**src/rtl/mod12_pkg.sv**
```systemverilog
// ============================================================================
// Module   : mod12_pkg
// Purpose  : Shared defaults, state type and terminal constant for the
//            mod-12 counter family.
// Revision : 1.0
// ============================================================================
`default_nettype none

package mod12_pkg;

    localparam int DEF_WIDTH = 4;
    localparam int DEF_MOD   = 12;

    // Largest legal count; also the reset value of the reload register.
    localparam logic [DEF_WIDTH-1:0] MOD_MAX = DEF_WIDTH'(DEF_MOD - 1);

    typedef enum logic [0:0] {
        IDLE = 1'b0,
        RUN  = 1'b1
    } state_t;

endpackage : mod12_pkg

`default_nettype wire

```
**src/rtl/sync_4bit_mod12_loadable_down_counter.sv**
```systemverilog
// ============================================================================
// Module   : sync_4bit_mod12_loadable_down_counter
// Purpose  : Loadable mod-MOD down counter with borrow, terminal count and
//            out-of-range load flag. Define MOD12_AUTORELOAD_EN to make a
//            wrap restore the last loaded value instead of MOD-1.
// Revision : 1.0
// ============================================================================
`default_nettype none

module sync_4bit_mod12_loadable_down_counter
    import mod12_pkg::*;
#(
    parameter int WIDTH = DEF_WIDTH,
    parameter int MOD   = DEF_MOD
) (
    input  logic             clk,
    input  logic             rst,
    input  logic [WIDTH-1:0] data,
    input  logic             load_en,
    input  logic             cnt_en,
    output logic [WIDTH-1:0] q,
    output logic             borrow,
    output logic             tc,
    output logic             load_err
);

    // One extra bit so MOD == 2**WIDTH still compares correctly.
    localparam logic [WIDTH:0]   C_MOD_EXT = (WIDTH+1)'(MOD);
    localparam logic [WIDTH-1:0] C_MAX     = WIDTH'(MOD - 1);

    state_t           state_q,    state_d;
    logic [WIDTH-1:0] cnt_q,      cnt_d;
    logic [WIDTH-1:0] reload_q,   reload_d;
    logic             borrow_q,   borrow_d;
    logic             load_err_q, load_err_d;

    logic             w_data_ok;
    logic [WIDTH-1:0] w_wrap_val;

    assign w_data_ok = ({1'b0, data} < C_MOD_EXT);

`ifdef MOD12_AUTORELOAD_EN
    assign w_wrap_val = reload_q;
`else
    assign w_wrap_val = C_MAX;
`endif

    always_comb begin
        state_d    = state_q;
        cnt_d      = cnt_q;
        reload_d   = reload_q;
        borrow_d   = 1'b0;
        load_err_d = 1'b0;

        if (load_en) begin
            state_d = RUN;
            if (w_data_ok) begin
                cnt_d    = data;
                reload_d = data;
            end else begin
                cnt_d      = C_MAX;
                reload_d   = C_MAX;
                load_err_d = 1'b1;
            end
        end else if ((state_q == RUN) && cnt_en) begin
            if (cnt_q == '0) begin
                cnt_d    = w_wrap_val;
                borrow_d = 1'b1;
            end else begin
                cnt_d = cnt_q - 1'b1;
            end
        end
    end

    always_ff @(posedge clk or negedge rst) begin
        if (!rst) begin
            state_q    <= IDLE;
            cnt_q      <= '0;
            reload_q   <= C_MAX;
            borrow_q   <= 1'b0;
            load_err_q <= 1'b0;
        end else begin
            state_q    <= state_d;
            cnt_q      <= cnt_d;
            reload_q   <= reload_d;
            borrow_q   <= borrow_d;
            load_err_q <= load_err_d;
        end
    end

    assign q        = cnt_q;
    assign borrow   = borrow_q;
    assign load_err = load_err_q;
    assign tc       = (state_q == RUN) && (cnt_q == '0);

endmodule : sync_4bit_mod12_loadable_down_counter

`default_nettype wire

```
**config.mk**
```make
export PLATFORM = sky130hd
export DESIGN_NAME = sync_4bit_mod12_loadable_down_counter
export DESIGN_NICKNAME = d
export VERILOG_FILES = /design/src/rtl/mod12_pkg.sv /design/src/rtl/sync_4bit_mod12_loadable_down_counter.sv
export SDC_FILE = /design/constraint.sdc
export NUM_CORES = 1
export LEC_CHECK = 0
export ABC_AREA = 1
export BUFFER_PORTS_ARGS = -buffer_cell sky130_fd_sc_hd__buf_2
export CAP_MARGIN = 20
export CORE_AREA = 3 3 40 42
export CTS_BUF_LIST = sky130_fd_sc_hd__clkbuf_16
export DETAILED_ROUTE_END_ITERATION = 8
export DIE_AREA = 0 0 43 45
export GPL_TIMING_DRIVEN = 0
export PLACE_DENSITY = 0.59
export SLEW_MARGIN = 20
export SYNTH_ARGS = -nofsm -noshare
export SYNTH_HDL_FRONTEND = slang
export SYNTH_SLANG_ARGS = --single-unit
```
**constraint.sdc**
```tcl
create_clock -name clk -period 1.7 [get_ports clk]
set_input_delay 0.17 -clock clk [delete_from_list [all_inputs] [get_ports clk]]
set_output_delay 0.17 -clock clk [all_outputs]
set_load 0.1 [all_outputs]
```
==> results.md, run 1 <==
* Cell Int Power at roughly 0.00056 W
* CTS buffer count at 3
* Pwr/cell area at around 1500 nW/um^2
* Leak pwr at approximately 0.34 nW
* CTS Buffer Depth at 2
* Sequential-to-total area share from yosys stat at 44.2%
* Tightest Hold Check Type: primary input to register
* Port bufs at 14
* Critical path class: register to output port
* Yosys reg bits at 7
* Critical path launch point type: register
* Antenna-violating nets left at 0
* H-Tree Depth at 1
* Ant. Diodes at 0
* Status: finished, final reports clean
* GPL Wtd Cong at ~0.78
* Period minus WS final at approximately 1.6 ns
* Post-synth EDFFs at 0
* Final setup margin at 0.0663 ns
* Peak supply drop at approximately 0.00054 V
* Reg clk slew, reported paths at ~0.040 ns
* Nets at 85
* Antenna violations before repair at 0
* Area after DPL at 515 um^2
* Pin count of the biggest net entering global routing at 8
* Total congestion overflow at 0
* Root Buffer: clkbuf_16
* YS warnings at 0
* # rows at 13
* Final hold vios at 0
* Die area at slightly below 2000 um^2
* Avg Inst Size Synth at 7.08 um^2
* Die height at ~45 um
* Pwr Total at between 0.0008 and 0.0009 W
* Post-Syn Instances at between 50 and 60
* Synth unique cells at 12
* Max cap viols at 0
* Die X at 43 um
* Vias in the first global route at 352
* Core area at ~1300 um^2
* Clock sinks at 7
* DR vias at 400
* Layout cell share with drive strength beyond 1 at ~37%
* Initial DRC count at 4
* Part of the power in registers at roughly a quarter
* Synth top cells by count: nand2_1, inv_1, nand3_1
* WL final at 862 um
* Worst skew pair latency at 0.23 ns
* Routed len/inst at 9.58 um
* Pre-CTS setup slack at 0.169 ns
* # IOs at 15
* CP Data Arrival Time at approximately 1.5 ns
* First-pass GRT wire length at between 1000 and 1500 um
* Post-synth top area cell: dfrtp_1
* CP required at ~1.5 ns
* CTS tree: yes
* Logic pwr share at 32.5%
* Count leader, synth: nand2_1
* Post-Syn Area at 397 um^2
* # setup viols final at 0
* Hold Slack at around 0.24 ns
* Slew Viols, Final at 0
* RSZ-0062 raised after global routing: no
* Setup crit end kind: output port
* Yosys top cell area share at between 40 and 50%
* Top post-synthesis cells by area: dfrtp_1, nand2_1, nand3_1
* Final Skew at approximately 0.00062 ns
* Clk pwr share at between 40 and 50%
* Post-synth ARST share at 100%
* Final period utilization at a little over nine tenths
* P_sw at about 0.00033 W
* Fillers at 136
* Initial core utilization at between 30% and 40%
* Area delta synth->final at 53.0%
* Sw frac at 37.0%
* Dpl hpwl at around 700 um
* DR vias/cell at 4.44
* CP Max Fanout at 5
* Predominant post-synthesis flop cell: dfrtp_1
* Pre-antenna DRT Iters at 4
* DR DRC count at 0
* Setup TNS at 0 ns
* Worst-Margin Slew at between 0.4 and 0.5 ns
* Slew margin rel. at roughly two thirds
* Fmax at around 610 MHz
* Synth Net Count at 65
* Global Route Usage Sum at between 10% and 20%
* Final instance area at just over 600 um^2
==> state kept, by name (all words and copies together) (netlist names) <==
signal,flops
load_err,1
state_q,1
q,4
borrow,1
==> per-stage QoR <==
| step | instances | util (%) |
|---|---|---|
| finish | 90 | 47.2 |
| global route | 90 | 47.2 |
| CTS | 90 | 47.2 |
| detailed placement | 85 | 40.1 |
| global placement | 85 | 40.1 |
| floorplan | 56 | - |
==> metal layers <==
layer,wire [um],vias to the layer above,track usage [%]
li1,-,213,-
met5,0,-,0
met3,66,2,3.59
met1,418,171,13.7
met4,32,0,10.8
met2,345,14,15.0
==> final cells by class <==
cell class,count,area (um^2),area share (%)
tap,15,18.8,3.09
sequential,7,185,30.5
inverter,10,37.5,6.19
clock buffer,3,75.1,12.4
multi-input combinational,39,204,33.6
clock inverter,1,3.75,0.619
timing repair buffer,15,82.6,13.6
==> worst max-delay path, cell delays in order, from the launching register on <==
cell	delay, ns
dfrtp_4	0.48
inv_2	0.11
ha_4	0.16
nand2_1	0.10
nor2_4	0.11
buf_4	0.28
==> placed cells by master, fill, tap and decap left out, drive strengths merged <==
| cell | count |
|---|---|
| clkbuf | 3 |
| inv | 11 |
| dlygate4sd3 | 1 |
| nand4 | 1 |
| or2 | 1 |
| nand2 | 15 |
| a21oi | 2 |
| ha | 1 |
| buf | 14 |
| nand3 | 9 |
| nor2 | 8 |
| o21ai | 2 |
| dfrtp | 7 |
==> kinds of logic (layout without fill, tap and decap cells) <==
family	after synthesis	count (layout)	synth area share [%]
AND/OR/NAND/NOR	34	34	38.2
flip-flops	7	7	44.2
buffers and inverters	10	29	9.46
AO/OA/AOI/OAI	4	4	5.05
adder cells (fa/ha/maj)	1	1	3.15
==> worst paths after layout <==
| check | from | end | slack [ns] | depth (start not counted) |
|---|---|---|---|---|
| min reg2reg | state_q | state_q | 0.51 | 2 |
| max | q[0] | tc | 0.07 | 5 |
| max reg2reg | q[0] | q[1] | 0.37 | 6 |
| max in group asynchronous | rst | q[0] | 1.22 | 2 |
| min in group asynchronous | rst | state_q | 0.30 | 2 |
| min | data[2] | load_err | 0.24 | 3 |
==> timing repair <==
item / in CTS / in global routing
buffers inserted: 0 / 0
resized for setup: 1 / 0
endpoints found under the hold margin: 7 / 0
setup endpoints to repair: 1 / 0
hold buffers: 1 / 0
==> power by group through the flow <==
| stage | logic, W | registers (W) | clock network (W) |
|---|---|---|---|
| floorplan | 0.000107 | 0.000339 | 0 |
| global placement | 0.000286 | 0.000210 | 0 |
| detailed placement | 0.000289 | 0.000210 | 0 |
| CTS | 0.000293 | 0.000208 | 0.000403 |
| global route | 0.000312 | 0.000211 | 0.000420 |
| finish | 0.000290 | 0.000208 | 0.000394 |
(Power assumes the default switching activity.)
==> inputs of run 2 (changes only) <==
--- a/config.mk
+++ b/config.mk
@@ -14,6 +14,7 @@
 export DIE_AREA = 0 0 43 45
 export GPL_TIMING_DRIVEN = 0
 export PLACE_DENSITY = 0.59
+export REMOVE_ABC_BUFFERS = 1
 export SLEW_MARGIN = 20
 export SYNTH_ARGS = -nofsm -noshare
 export SYNTH_HDL_FRONTEND = slang
==> constraint.sdc (replaced) <==
create_clock -name clk -period 2.05 [get_ports clk]
set_input_delay 0.205 -clock clk [delete_from_list [all_inputs] [get_ports clk]]
set_output_delay 0.205 -clock clk [all_outputs]
set_load 0.1 [all_outputs]
==> results.md, run 2 (same netlist as run 1, synthesis figures left out) <==
* Leak pwr at roughly 0.34 nW
* Antenna violations before repair at 0
* Slew Viols, Final at 0
* Worst path slowest cell: buf_2
* Top Metal Used: met4
* CP top delay family: buffers and inverters
* Core area at ~1300 um^2
* Area delta synth->final at 44.8%
* Final setup margin at 0.242 ns
* Final period utilization at approximately nine tenths
* CTS buffer count at 3
* Nets at 85
* Reg clk slew, reported paths at 0.03 ns
* Initial DRC count at 2
* CP Data Arrival Time at around 1.6 ns
* Dpl hpwl at ~670 um
* Total congestion overflow at 0
* Global Route Usage Sum at 11.8%
* Tightest Hold Check Type: primary input to register
* Max reg flops at 4
* H-Tree Depth at 1
* Routed wl met3 at ~70 um
* Reg2reg path depth at 6
* Period minus WS final at around 1.8 ns
* Final hold vios at 0
* Final Skew at between 0.003 and 0.004 ns
* # rows at 13
* DR vias/cell at ~4.4
* DR DRC count at 0
* Max cap viols at 0
* Ant. Diodes at 0
* Post-CTS Repair Setup Buffers at 0
* Peak supply drop at around 0.00072 V
* Critical Path Stages at 5
* Setup crit end kind: output port
* Die area at between 1500 and 2000 um^2
* WL met1 at between 400 and 500 um
* GPL Wtd Cong at ~0.74
* Port bufs at 14
* Pin count of the biggest net entering global routing at 8
* WL final at 873 um
* Critical path launch point type: register
* First-pass GRT wire length at between 1500 and 2000 um
* Die height at 45 um
* CP Max Fanout at 5
* Layout cell share with drive strength beyond 1 at 26.7%
* # IOs at 15
* Pwr/cell area at between 1000 and 1500 nW/um^2
* CP required at 1.85 ns
* Worst hold stages at 3
* Critical path class: register to output port
* Status: finished, final reports clean
* Crit path buf inv count at 2
* Wire length on met2 at about 340 um
* Die X at between 40 and 50 um
* Vias in the first global route at approximately 350
* Final core utilization at between 40 and 50%
* Slew margin rel. at 67.8%
* CP cell instances: inv_1 -> ha_1 -> nand2_1 -> nor2_1 -> buf_2
* Clock sinks at 7
* CP peak stage delay at 0.43 ns
* Initial core utilization at between 30% and 40%
* Pre-antenna DRT Iters at 2
* # setup viols final at 0
* Most frequent cells in the layout: nand2_1, buf_2, inv_1, nand3_1, nor2_1
* Fmax at between 500 and 600 MHz
* Pre-CTS setup slack at between 0.4 and 0.5 ns
* Antenna-violating nets left at 0
* DR vias at 399
* Worst skew pair latency at around 0.23 ns
* CTS resizes at 0
* CTS tree: yes
* RSZ-0062 raised after global routing: no
* Worst-Margin Slew at around 0.5 ns
* CTS Buffer Depth at 2
* Pwr Total at ~0.00072 W
* Root Buffer: clkbuf_16
* Routed len/inst at approximately 9.7 um
-- run 2: area by class of cell --
type                       instances  area (um^2)
clock buffer                       3         75.1
tap                               15         18.8
fill                             132          711
timing repair buffer              15         80.1
inverter                          10         37.5
sequential                         7          175
multi-input combinational         39          184
clock inverter                     1         3.75
-- run 2: worst min-delay path: stages --
cell,delay (ns)
buf_2,0.09
nand3_1,0.12
inv_1,0.07
-- run 2: power breakdown --
| group | switching [W] | internal (W) | leakage, nW |
|---|---|---|---|
| combinational | 0.000182 | 0.0000455 | 0.217 |
| clock | 0.0000772 | 0.000254 | 0.0423 |
| sequential | 0.0000116 | 0.000153 | 0.0836 |
| total | 0.000271 | 0.000453 | 0.343 |
-- run 2: worst paths after layout --
path | startpoint | endpoint | slack [ns]
worst min register to register | state_q | state_q | 0.48
worst min-delay path | data[2] | load_err | 0.29
max in group asynchronous | rst | q[0] | 1.56
worst max register to register | q[0] | q[1] | 0.78
min in group asynchronous | rst | borrow | 0.33
worst max-delay path | q[0] | tc | 0.24
-- run 2: repair_timing --
action                                  4_1_cts  5_1_grt
endpoints found under the setup margin        0        0
endpoints found under the hold margin         7        0
hold buffers                                  1        0
-- run 2: per-stage QoR --
| stage | cells | TNS, ns | instance area (um^2) | hold WS (ns) |
|---|---|---|---|---|
| 2_1_floorplan | 56 | -0.701 | 397 | -0.0906 |
| 3_3_place_gp | 85 | 0 | 485 | 0.0452 |
| 3_5_place_dp | 85 | 0 | 485 | 0.0451 |
| 4_1_cts | 90 | 0 | 574 | 0.295 |
| 5_1_grt | 90 | 0 | 574 | 0.323 |
| 6_report | 90 | 0 | 574 | 0.287 |
-- run 2: metal layers --
metal | up-vias | global-route usage (%)
li1 | 213 | -
met1 | 169 | 13.5
met2 | 12 | 14.1
met3 | 5 | 7.17
met4 | 0 | 12.7
met5 | - | 0
